### config.mk
export PLATFORM = sky130hd
export DESIGN_NAME = tv80_alu16_seq
export DESIGN_NICKNAME = d
export VERILOG_FILES = /design/src/rtl/tv80_pkg.sv /design/src/rtl/tv80_alu16_seq.sv
export SDC_FILE = /design/constraint.sdc
export NUM_CORES = 1
export LEC_CHECK = 0
export ABC_AREA = 0
export BUFFER_PORTS_ARGS = -buffer_cell sky130_fd_sc_hd__buf_2
export CAP_MARGIN = 20
export CORE_ASPECT_RATIO = 1.2
export CORE_MARGIN = 1
export CORE_UTILIZATION = 25
export CTS_CLUSTER_DIAMETER = 150
export DETAILED_ROUTE_END_ITERATION = 12
export GPL_TIMING_DRIVEN = 1
export PLACE_DENSITY = 0.56
export SYNTH_ARGS = -nofsm -noshare
export SYNTH_HDL_FRONTEND = slang
export SYNTH_SLANG_ARGS = --single-unit
### constraint.sdc
create_clock -name clk -period 1.75 [get_ports clk]
set_clock_uncertainty 0.2 [all_clocks]
set_input_delay 0.0875 -clock clk [delete_from_list [all_inputs] [get_ports clk]]
set_output_delay 0.0875 -clock clk [all_outputs]
set_load 0.03 [all_outputs]
### src/rtl/tv80_pkg.sv
// Shared encodings for the 16-bit arithmetic sequencer around the tv80 ALU:
// ALU_Op codes, the 2-bit 16-bit op request code, FSM states and Mode 3 flag positions.
package tv80_pkg;

    // ALU_Op codes understood by the 8-bit tv80 ALU
    localparam logic [3:0] ALU_ADD = 4'b0000;
    localparam logic [3:0] ALU_ADC = 4'b0001;
    localparam logic [3:0] ALU_SUB = 4'b0010;
    localparam logic [3:0] ALU_SBC = 4'b0011;
    localparam logic [3:0] ALU_IDLE = 4'b0000;

    // Mode 3 flag register bit positions
    localparam int Flag_C = 4;
    localparam int Flag_H = 5;
    localparam int Flag_N = 6;
    localparam int Flag_Z = 7;

    // 16-bit operation requested by the core
    typedef enum logic [1:0] {
        OP_ADD16 = 2'b00,
        OP_ADC16 = 2'b01,
        OP_SBC16 = 2'b10,
        OP_SUB16 = 2'b11
    } start_op_t;

    // Sequencer states: wait, low byte pass, high byte pass, result held
    typedef enum logic [1:0] {
        S_IDLE = 2'b00,
        S_LO   = 2'b01,
        S_HI   = 2'b10,
        S_DONE = 2'b11
    } seq_state_t;

endpackage

### src/rtl/tv80_alu16_seq.sv
// Two-pass sequencer that performs 16-bit ADD/ADC/SBC/SUB on an external 8-bit
// tv80 ALU. The low byte runs first; its flags (carry, and Z for the Z16 chain)
// are fed back as F_In for the high byte pass. The result is held until consumed.
module tv80_alu16_seq
    import tv80_pkg::*;
(
    input  logic        clk,
    input  logic        reset,
    input  logic        start_valid,
    output logic        start_ready,
    input  logic [1:0]  start_op,
    input  logic [15:0] start_a,
    input  logic [15:0] start_b,
    input  logic [7:0]  start_f,
    output logic        res_valid,
    input  logic        res_ready,
    output logic [15:0] res_q,
    output logic [7:0]  res_f,
    output logic [3:0]  alu_op,
    output logic        alu_arith16,
    output logic        alu_z16,
    output logic [7:0]  alu_busa,
    output logic [7:0]  alu_busb,
    output logic [7:0]  alu_f_in,
    input  logic [7:0]  alu_q,
    input  logic [7:0]  alu_f_out
);

    seq_state_t state;
    start_op_t  op_r;
    logic [15:0] a_r;
    logic [15:0] b_r;
    logic [7:0]  f_r;
    logic [7:0]  q_lo;
    logic [7:0]  q_hi;
    logic [7:0]  f_mid;
    logic [7:0]  res_f_r;

    // FSM with operand latches, per-pass result capture and registered handshake outputs
    always_ff @(posedge clk) begin
        if (reset) begin
            state       <= S_IDLE;
            op_r        <= OP_ADD16;
            a_r         <= '0;
            b_r         <= '0;
            f_r         <= '0;
            q_lo        <= '0;
            q_hi        <= '0;
            f_mid       <= '0;
            res_f_r     <= '0;
            start_ready <= 1'b1;
            res_valid   <= 1'b0;
        end else begin
            case (state)
                S_IDLE: begin
                    if (start_valid) begin
                        op_r        <= start_op_t'(start_op);
                        a_r         <= start_a;
                        b_r         <= start_b;
                        f_r         <= start_f;
                        start_ready <= 1'b0;
                        state       <= S_LO;
                    end
                end
                S_LO: begin
                    q_lo  <= alu_q;
                    f_mid <= alu_f_out;
                    state <= S_HI;
                end
                S_HI: begin
                    q_hi      <= alu_q;
                    res_f_r   <= alu_f_out;
                    res_valid <= 1'b1;
                    state     <= S_DONE;
                end
                S_DONE: begin
                    if (res_ready) begin
                        res_valid   <= 1'b0;
                        start_ready <= 1'b1;
                        state       <= S_IDLE;
                    end
                end
                default: begin
                    res_valid   <= 1'b0;
                    start_ready <= 1'b1;
                    state       <= S_IDLE;
                end
            endcase
        end
    end

    assign res_q = {q_hi, q_lo};
    assign res_f = res_f_r;

    // ALU drive decoded from state and latched operands only; idle values outside LO/HI
    always_comb begin
        alu_op      = ALU_IDLE;
        alu_arith16 = 1'b0;
        alu_z16     = 1'b0;
        alu_busa    = 8'h00;
        alu_busb    = 8'h00;
        alu_f_in    = 8'h00;
        case (state)
            S_LO: begin
                alu_busa = a_r[7:0];
                alu_busb = b_r[7:0];
                alu_f_in = f_r;
                case (op_r)
                    OP_ADD16: begin
                        alu_op      = ALU_ADD;
                        alu_arith16 = 1'b1;
                    end
                    OP_ADC16: alu_op = ALU_ADC;
                    OP_SBC16: alu_op = ALU_SBC;
                    OP_SUB16: alu_op = ALU_SUB;
                    default:  alu_op = ALU_IDLE;
                endcase
            end
            S_HI: begin
                alu_busa = a_r[15:8];
                alu_busb = b_r[15:8];
                alu_f_in = f_mid;
                case (op_r)
                    OP_ADD16: begin
                        alu_op      = ALU_ADC;
                        alu_arith16 = 1'b1;
                    end
                    OP_ADC16: begin
                        alu_op  = ALU_ADC;
                        alu_z16 = 1'b1;
                    end
                    OP_SBC16, OP_SUB16: begin
                        alu_op  = ALU_SBC;
                        alu_z16 = 1'b1;
                    end
                    default: alu_op = ALU_IDLE;
                endcase
            end
            default: begin
                alu_op = ALU_IDLE;
            end
        endcase
    end

endmodule

; ---- Word-level counts from Yosys, hierarchy flattened
; Cells that the tools add are included.
[word_totals]
elab_cells = 49
regBits = 78
output_inout_bits = 56
inputBits = 62
[classes]
n_eq_ne = 8
muxes = 18
reduce_logical = 12
[ops]
columns = operator, count
row1 = $pmux W8 S2, 3
row2 = $pmux W4 S2, 2
row3 = $pmux W4 S4, 1
row4 = $eq A2 B2 Y1 const B, 4
row5 = $pmux W2 S4, 1
row6 = $mux W1, 7
row7 = $reduce_and A2 Y1, 3
row8 = $reduce_or A2 Y1, 3
row9 = $eq A2 B1 Y1 const B, 2
row10 = $logic_not A2 Y1, 2
row11 = $mux W2, 2
row12 = $ne A2 B2 Y1 const B, 2
row13 = $pmux W1 S2, 2
row14 = $reduce_bool A2 Y1, 2
row15 = $reduce_and A3 Y1, 1
row16 = $reduce_or A3 Y1, 1

; ---- Depth between registers and ports, before layout
; Gate-level depths: netlist of the first run.
[depth]
ltp_word = 4
mapped_depth = 7
ltp_nobuf = 5

; ---- Worst setup path after synthesis of the first run
; OpenSTA, ideal clock, no wires.
[synth_timing]
path_type = register -> output
from = register state[0]
to = output port alu_op[1]
stages_incl_launch_ff = 6
t_required_ns = 1.462
slack_ns = -0.048
arrival_time_ns = 1.510
n_path_buf = 1
cell_sequence = dfxtp_1 -> inv_1 -> ha_1 -> clkbuf_1 -> o21ai_0 -> nor2_1
[synth_via]
elab_chain_cells = 2
elab_cells_between_ends = 3
cone_classes = 2 x eq/ne / 1 x mux
[synth_lines]
columns = item, line_no
row1 = "start, declared", tv80_alu16_seq.sv:29  ; seq_state_t state;
row2 = "start signal, assigned", tv80_alu16_seq.sv:42  ; state <= S_IDLE;
row3 = "start signal, assigned", tv80_alu16_seq.sv:62  ; state <= S_LO;
row4 = "start signal, assigned", tv80_alu16_seq.sv:68  ; state <= S_HI;
row5 = $eq A2 B2 Y1 / $eq A2 B1 Y1 (equally long branches), tv80_alu16_seq.sv:103  ; case (state)
row6 = $pmux W4 S2 (*), tv80_alu16_seq.sv:103
row7 = "end, declared", tv80_alu16_seq.sv:19  ; output logic [3:0] alu_op,
; Mark *: on every way between the ends. The rest lies on a longest branch, timed or not.

; ---- Worst setup path in the final report of the first run
; Ends and elaborated chain as after synthesis.

==> out/metrics.cfg, run 1 <==
[outcome]
run_status=finished with violations
violations_in_the_final_reports=setup timing

[die]
die-width_um=108
dieArea_mm2=0.0140
die_y_um=130
fp-row-count=46
initial_cell_density_of_the_core=0.256
number_of_top_level_design_ports=118
placeableCoreArea_mm2=0.0132

[logic_synthesis]
synth_seq_cells=78
ys_dominant_reg_cell=sky130_fd_sc_hd__dfxtp_1
seq_area_frac_synth=0.461
synth_largest_area_cell=sky130_fd_sc_hd__dfxtp_1
synthMostInstantiatedCell=sky130_fd_sc_hd__dfxtp_1
main_area_contributors_after_synthesis=sky130_fd_sc_hd__dfxtp_1 46%, sky130_fd_sc_hd__mux2i_1 9.7%, sky130_fd_sc_hd__nand2_1 8.5%
synth.distinct_cells=21
synth.avg_cell_area_um2=8.76
mappedNetlistArea_mm2=0.00339
yosys.area.top_type_share=0.461
yosys-top-cells-count=78 x sky130_fd_sc_hd__dfxtp_1, 77 x sky130_fd_sc_hd__nand2_1, 37 x sky130_fd_sc_hd__a21oi_1
synth_async_sr_flop_share=0
yosys_warnings=0
synth_enable_flop_cells=0
netlist_instances=387

[worst_setup_path]
critPathCapture=alu_op[1]
setup.reg_to_reg.worst_slack_ns=0.14
worst_r2r_path_depth=7
setup.worst_path.class=flop to output pin
crit-reg2reg-capture=state[0]
worstSetupStartpoint=state[0]
crit_path_end_kind=output pin
worst_setup_start_kind=flop
worstPathBufferInverterCount=3
cp_slowest_cell=sky130_fd_sc_hd__dfxtp_4
timing.rr.start=state[0]
cp_data_arrival_time_ns=1.57
cpLargestDelayFamily=flip-flops
cp_slowest_stage_delay_ns=0.38
worst-path-stages=6
critical_path.cell_chain=inv_4, ha_4, buf_8, o21ai_2, nor2_2, buf_6
worst-path-max-fanout=8
critPathRequiredTime_ns=1.46

[route]
avgViaCountPerCell=4.44
routed-via-count=3269
drt_first_pass_iters=6
drt-initial-drc-count=83
routed_wl_mm=10.8
drt_drc_violations_left=0
avgRoutedWirePerCell_um=14.6
antenna_violating_nets_post_route=0

[sta]
clock.fmax_ghz=0.540
timing.final.crit_share=1.06
totalNegativeSetupSlack_ns=-2.05
final_max_slew_viols=0
timing_hold_violations_final=0
period_needed_ns=1.85
holdWs_ns=0.266
setup-violations-final=27
rsz0062_at_grt=true
minimum_setup_slack_in_the_final_design_ns=-0.103

[clock_tree]
clk_transition_reported_paths_ns=0.06
ctsHtreeMaxLevel=3
tritoncts=built
cts_inserted_buffers=9
clock_tree.root_cell=sky130_fd_sc_hd__clkbuf_16
clkLatencyLatePin_ns=0.33
max-clock-path-buffers=2
clkSinkCount=78

[min_path]
min-delay-path-class=flop to flop
worst_hold_path.num_cells=2

[placed_design]
post-dp-hpwl_mm=6.66
place.port_buffers=115
place_inst=652
place_congestion=0.712

[grt]
grt_pass1_vias=3292
grt_remaining_overflow=0
grt_start_max_net_pins=29
grt_pass1_wl_mm=16.6
grt_antenna_before_repair=0
all_layer_gr_usage=0.156

[finish]
final_core_util=0.430
syn_to_final_growth_pct=68.1
antennaDiodeCount=0
layout.nets=636
drive_above_1_share=0.409
layout.cells.non_filler=737

[power_and_ir_drop]
share_seq_of_total_power=0.303
clockPowerShare=0.218
irDropWorstVdd_mv=0.644
power_switching_share=0.362
p_leak_nw=2.29
switching_power_mw=2.79
powerDensity_mw_per_mm2=1350
power.share.combinational=0.479
p_int_mw=4.91
total_power_mw=7.70

[flow_run]
drv.max_cap_violation_count=0

[power by group through the flow]
stage               clock [mW]  combinational [mW]  sequential (mW)
floorplan                    0                1.69             2.48
global placement             0                2.62             2.30
detailed placement           0                2.67             2.31
CTS                       1.75                3.52             2.32
global route              1.82                3.97             2.37
finish                    1.68                3.69             2.33
[metal layers]
layer,track usage,vias up,wire [um]
met4,0.0541,0,184
met5,0,-,0
met2,0.280,83,5480
li1,-,1632,-
met1,0.183,1540,4690
met3,0.0342,14,409
[worst register-to-register path, stage by stage, from the launching register on]
cell and delay, ns:
sky130_fd_sc_hd__dfxtp_4 0.37, sky130_fd_sc_hd__inv_4 0.08, sky130_fd_sc_hd__ha_4 0.22, sky130_fd_sc_hd__buf_12 0.13
sky130_fd_sc_hd__buf_4 0.21, sky130_fd_sc_hd__nor2_1 0.07, sky130_fd_sc_hd__a21oi_1 0.14, sky130_fd_sc_hd__o21a_1 0.14
[layout by cell type (no fill, tap or decap), drive strengths merged, types with 2 or more instances in the layout]
cell	n
nor2	35
inv	5
nand2	87
ha	8
nand2b	3
mux2i	33
a22oi	24
and2	2
dfxtp	78
buf	135
conb	2
a21oi	47
clkbuf	14
dlygate4sd3	61
clkinv	2
nor2b	29
[sequential cells by signal, indices dropped and copies added, names as in the netlist, 2 cells and up]
| name | cells |
|---|---|
| a_r | 16 |
| b_r | 16 |
| f_mid | 8 |
| f_r | 8 |
| q_hi | 8 |
| q_lo | 8 |
| res_f | 8 |
| op_r | 2 |
| state | 2 |
[cell families after synthesis]
kind of cell               count (synthesis)  synth area share
adders and majority gates                  8            0.0295
muxes                                     33            0.0975
and+or+nand+nor                          156             0.205
other                                      1           0.00111
DFF                                       78             0.461
AOI/OAI and AO/OA                         74             0.140
buffers and inverters                     37            0.0664
[final cells by class]
class / instances / area [um2]
repair buffers: 199 / 1710
clock buffers: 12 / 246
well taps: 168 / 210
fillers: 1287 / 7540
multi-input cells: 273 / 1930
flip-flops and latches: 78 / 1570
clock inverters: 2 / 10.0
inverters: 5 / 23.8
[metrics by stage]
stage / instance area (um2) / worst slack (ns)
floorplan: 3440 / 0.0664
global placement: 4210 / 0.121
detailed placement: 4210 / 0.0769
CTS: 5580 / -0.109
global route: 5700 / -0.166
finish: 5700 / -0.103
[worst min path at each step]
stage / start / end
6_report: b_r[6] / b_r[6]
3_5_place_dp: start_a[9] / a_r[9]
3_3_place_gp: start_f[2] / f_r[2]
2_1_floorplan: start_b[0] / b_r[0]
4_1_cts: a_r[9] / a_r[9]
5_1_grt: f_r[7] / f_r[7]
[timing repair]
| item | 4_1_cts | 5_1_grt |
|---|---|---|
| pin swaps | 2 | 5 |
| setup endpoints to repair | 28 | 29 |
| hold buffers | 61 | 0 |
| resized for setup | 104 | 20 |
| gates cloned | 3 | 2 |
| buffers inserted | 5 | 1 |
| endpoints found under the hold margin | 77 | 0 |
No activity file was read; power rests on OpenSTA's default activity.
==> run 2: changes to the inputs <==
Settings changed: CORE_MARGIN 1 to unset, GPL_TIMING_DRIVEN 1 to 0.
==> run 2 against run 1 <==
  * The flow still finishes with violations (setup timing)
  * Utilization grew 0.14 points
  * Largest power group unchanged
  * Die area is the same
  * Combinational power shrank 1%
  * Critical path type unchanged
  * Routed wire length grew 2.5%
==> out/metrics.cfg, run 2 (synthesis gave the netlist of run 1 again) <==
[worst_setup_path]
cp_slowest_stage_delay_ns=0.36
cp_data_arrival_time_ns=1.64
worstPathBufferInverterCount=4
setup.worst_path.class=flop to output pin
critPathRequiredTime_ns=1.46
critical-path-top-cell-by-count=sky130_fd_sc_hd__buf_6
critical_path.cell_chain=buf_6, ha_4, buf_8, buf_16, a22oi_2, nor2b_2, buf_6
cp_slowest_cell=sky130_fd_sc_hd__dfxtp_4
worst-path-max-fanout=6
crit_path_end_kind=output pin
worst_setup_start_kind=flop
cpLargestDelayFamily=buffers and inverters

[finish]
final_core_util=0.432
design_area_mm2=0.00572
antennaDiodeCount=0
largest_registers_ranked_by_flip_flop_count=a_r x16, b_r x16
syn_to_final_growth_pct=68.6
layout_common_cells=97 x sky130_fd_sc_hd__buf_2, 77 x sky130_fd_sc_hd__nand2_1, 76 x sky130_fd_sc_hd__dfxtp_1
mostFrequentLayoutCell=sky130_fd_sc_hd__buf_2
fillers=1285
layout.cells.non_filler=758
layout.nets=655
drive_above_1_share=0.417
seqCellArea_mm2=0.00157
multi_input_gate_area_in_the_final_layout_mm2=0.00183

[placed_design]
place.port_buffers=114
place_worst_setup_slack_ns=-0.400
postPlaceCellArea_mm2=0.00422
place_congestion=0.728
post-dp-hpwl_mm=7.51
place_inst=670

[die]
dieArea_mm2=0.0140
placeableCoreArea_mm2=0.0132
die_y_um=130
die-width_um=108
number_of_top_level_design_ports=118
initial_cell_density_of_the_core=0.256
fp-row-count=46

[outcome]
violations_in_the_final_reports=setup timing
run_status=finished with violations

[route]
antenna_violating_nets_post_route=0
drt-initial-drc-count=98
avgRoutedWirePerCell_um=14.5
avgViaCountPerCell=4.36
drt_first_pass_iters=4
drt_drc_violations_left=0
routed-via-count=3302
routed_wl_mm=11.0

[grt]
grt_remaining_overflow=0
all_layer_gr_usage=0.164
grt_start_max_net_pins=14
grt_antenna_before_repair=0
grt_pass1_wl_mm=17.2
grt_pass1_vias=3429

[clock_tree]
max-clock-path-buffers=2
clk_transition_reported_paths_ns=0.06
ctsHtreeMaxLevel=3
tritoncts=built
cts_inserted_buffers=9
clkSinkCount=78
clkLatencyLatePin_ns=0.33
clock_tree.root_cell=sky130_fd_sc_hd__clkbuf_16

[sta]
minimum_setup_slack_in_the_final_design_ns=-0.177
tightest_slew_ns=0.580
period_needed_ns=1.93
holdWs_ns=0.267
setup-violations-final=28
totalNegativeSetupSlack_ns=-3.54
rsz0062_at_grt=true
timing_hold_violations_final=0
slew_headroom=0.614
timing.final.crit_share=1.10
clock.fmax_ghz=0.519
final_max_slew_viols=0

[power_and_ir_drop]
powerDensity_mw_per_mm2=1360
p_leak_nw=2.33
irDropWorstVdd_mv=0.782
total_power_mw=7.78

[min_path]
min-delay-path-class=flop to flop

[flow_run]
drv.max_cap_violation_count=0

run 2: cell count changes in the layout (fill, tap and decap cells not counted), moves of 3 or more:
cell	previous run	this run
sky130_fd_sc_hd__nor2b_4	17	0
sky130_fd_sc_hd__nor2b_2	8	20
sky130_fd_sc_hd__buf_2	87	97
sky130_fd_sc_hd__nor2b_1	4	9
sky130_fd_sc_hd__buf_6	27	31
sky130_fd_sc_hd__buf_12	8	5
sky130_fd_sc_hd__buf_4	11	14
sky130_fd_sc_hd__buf_8	2	5
run 2: area by class of cell:
type | count | share of cell area
Sequential cell | 78 | 0.275
Inverter | 5 | 0.00328
Multi-Input combinational cell | 273 | 0.320
Clock buffer | 12 | 0.0466
Timing Repair Buffer | 186 | 0.256
Clock inverter | 4 | 0.00504
Tap cell | 168 | 0.0368
Buffer | 32 | 0.0571
run 2: path summary, 6_finish.rpt:
check / start / end / slack [ns] / depth (start not counted)
setup / recovery: state[1] / alu_busb[7] / -0.18 / 7
hold / removal: b_r[4] / b_r[4] / 0.27 / 2
hold reg to reg: b_r[4] / b_r[4] / 0.27 / 2
setup reg to reg: state[1] / b_r[1] / 0.15 / 6
run 2: tightest hold or removal path: stages (launching register included):
cell	delay, ns
sky130_fd_sc_hd__dfxtp_1	0.32
sky130_fd_sc_hd__nand2_1	0.05
sky130_fd_sc_hd__a21oi_1	0.05
run 2: timing repair:
item | 4_1_cts | 5_1_grt
resized for setup | 114 | 19
endpoints found under the hold margin | 78 | 0
pin swaps | 13 | 10
cloned | 4 | 0
buffers inserted | 7 | 0
hold buffers | 61 | 0
setup endpoints to repair | 28 | 28
run 2: per-layer routing:
| metal | vias to the layer above | share of wire | global-route usage | wire, um |
|---|---|---|---|---|
| li1 | 1670 | - | - | - |
| met1 | 1524 | 0.44 | 0.195 | 4820 |
| met2 | 95 | 0.50 | 0.286 | 5480 |
| met3 | 13 | 0.051 | 0.0418 | 562 |
| met4 | 0 | 0.014 | 0.0556 | 158 |
| met5 | - | 0 | 0 | 0 |
run 2: power breakdown:
part | total (mW) | switching [mW] | internal, mW
Sequential | 2.32 | 0.217 | 2.11
Clock | 1.82 | 0.738 | 1.08
Combinational | 3.64 | 1.87 | 1.77
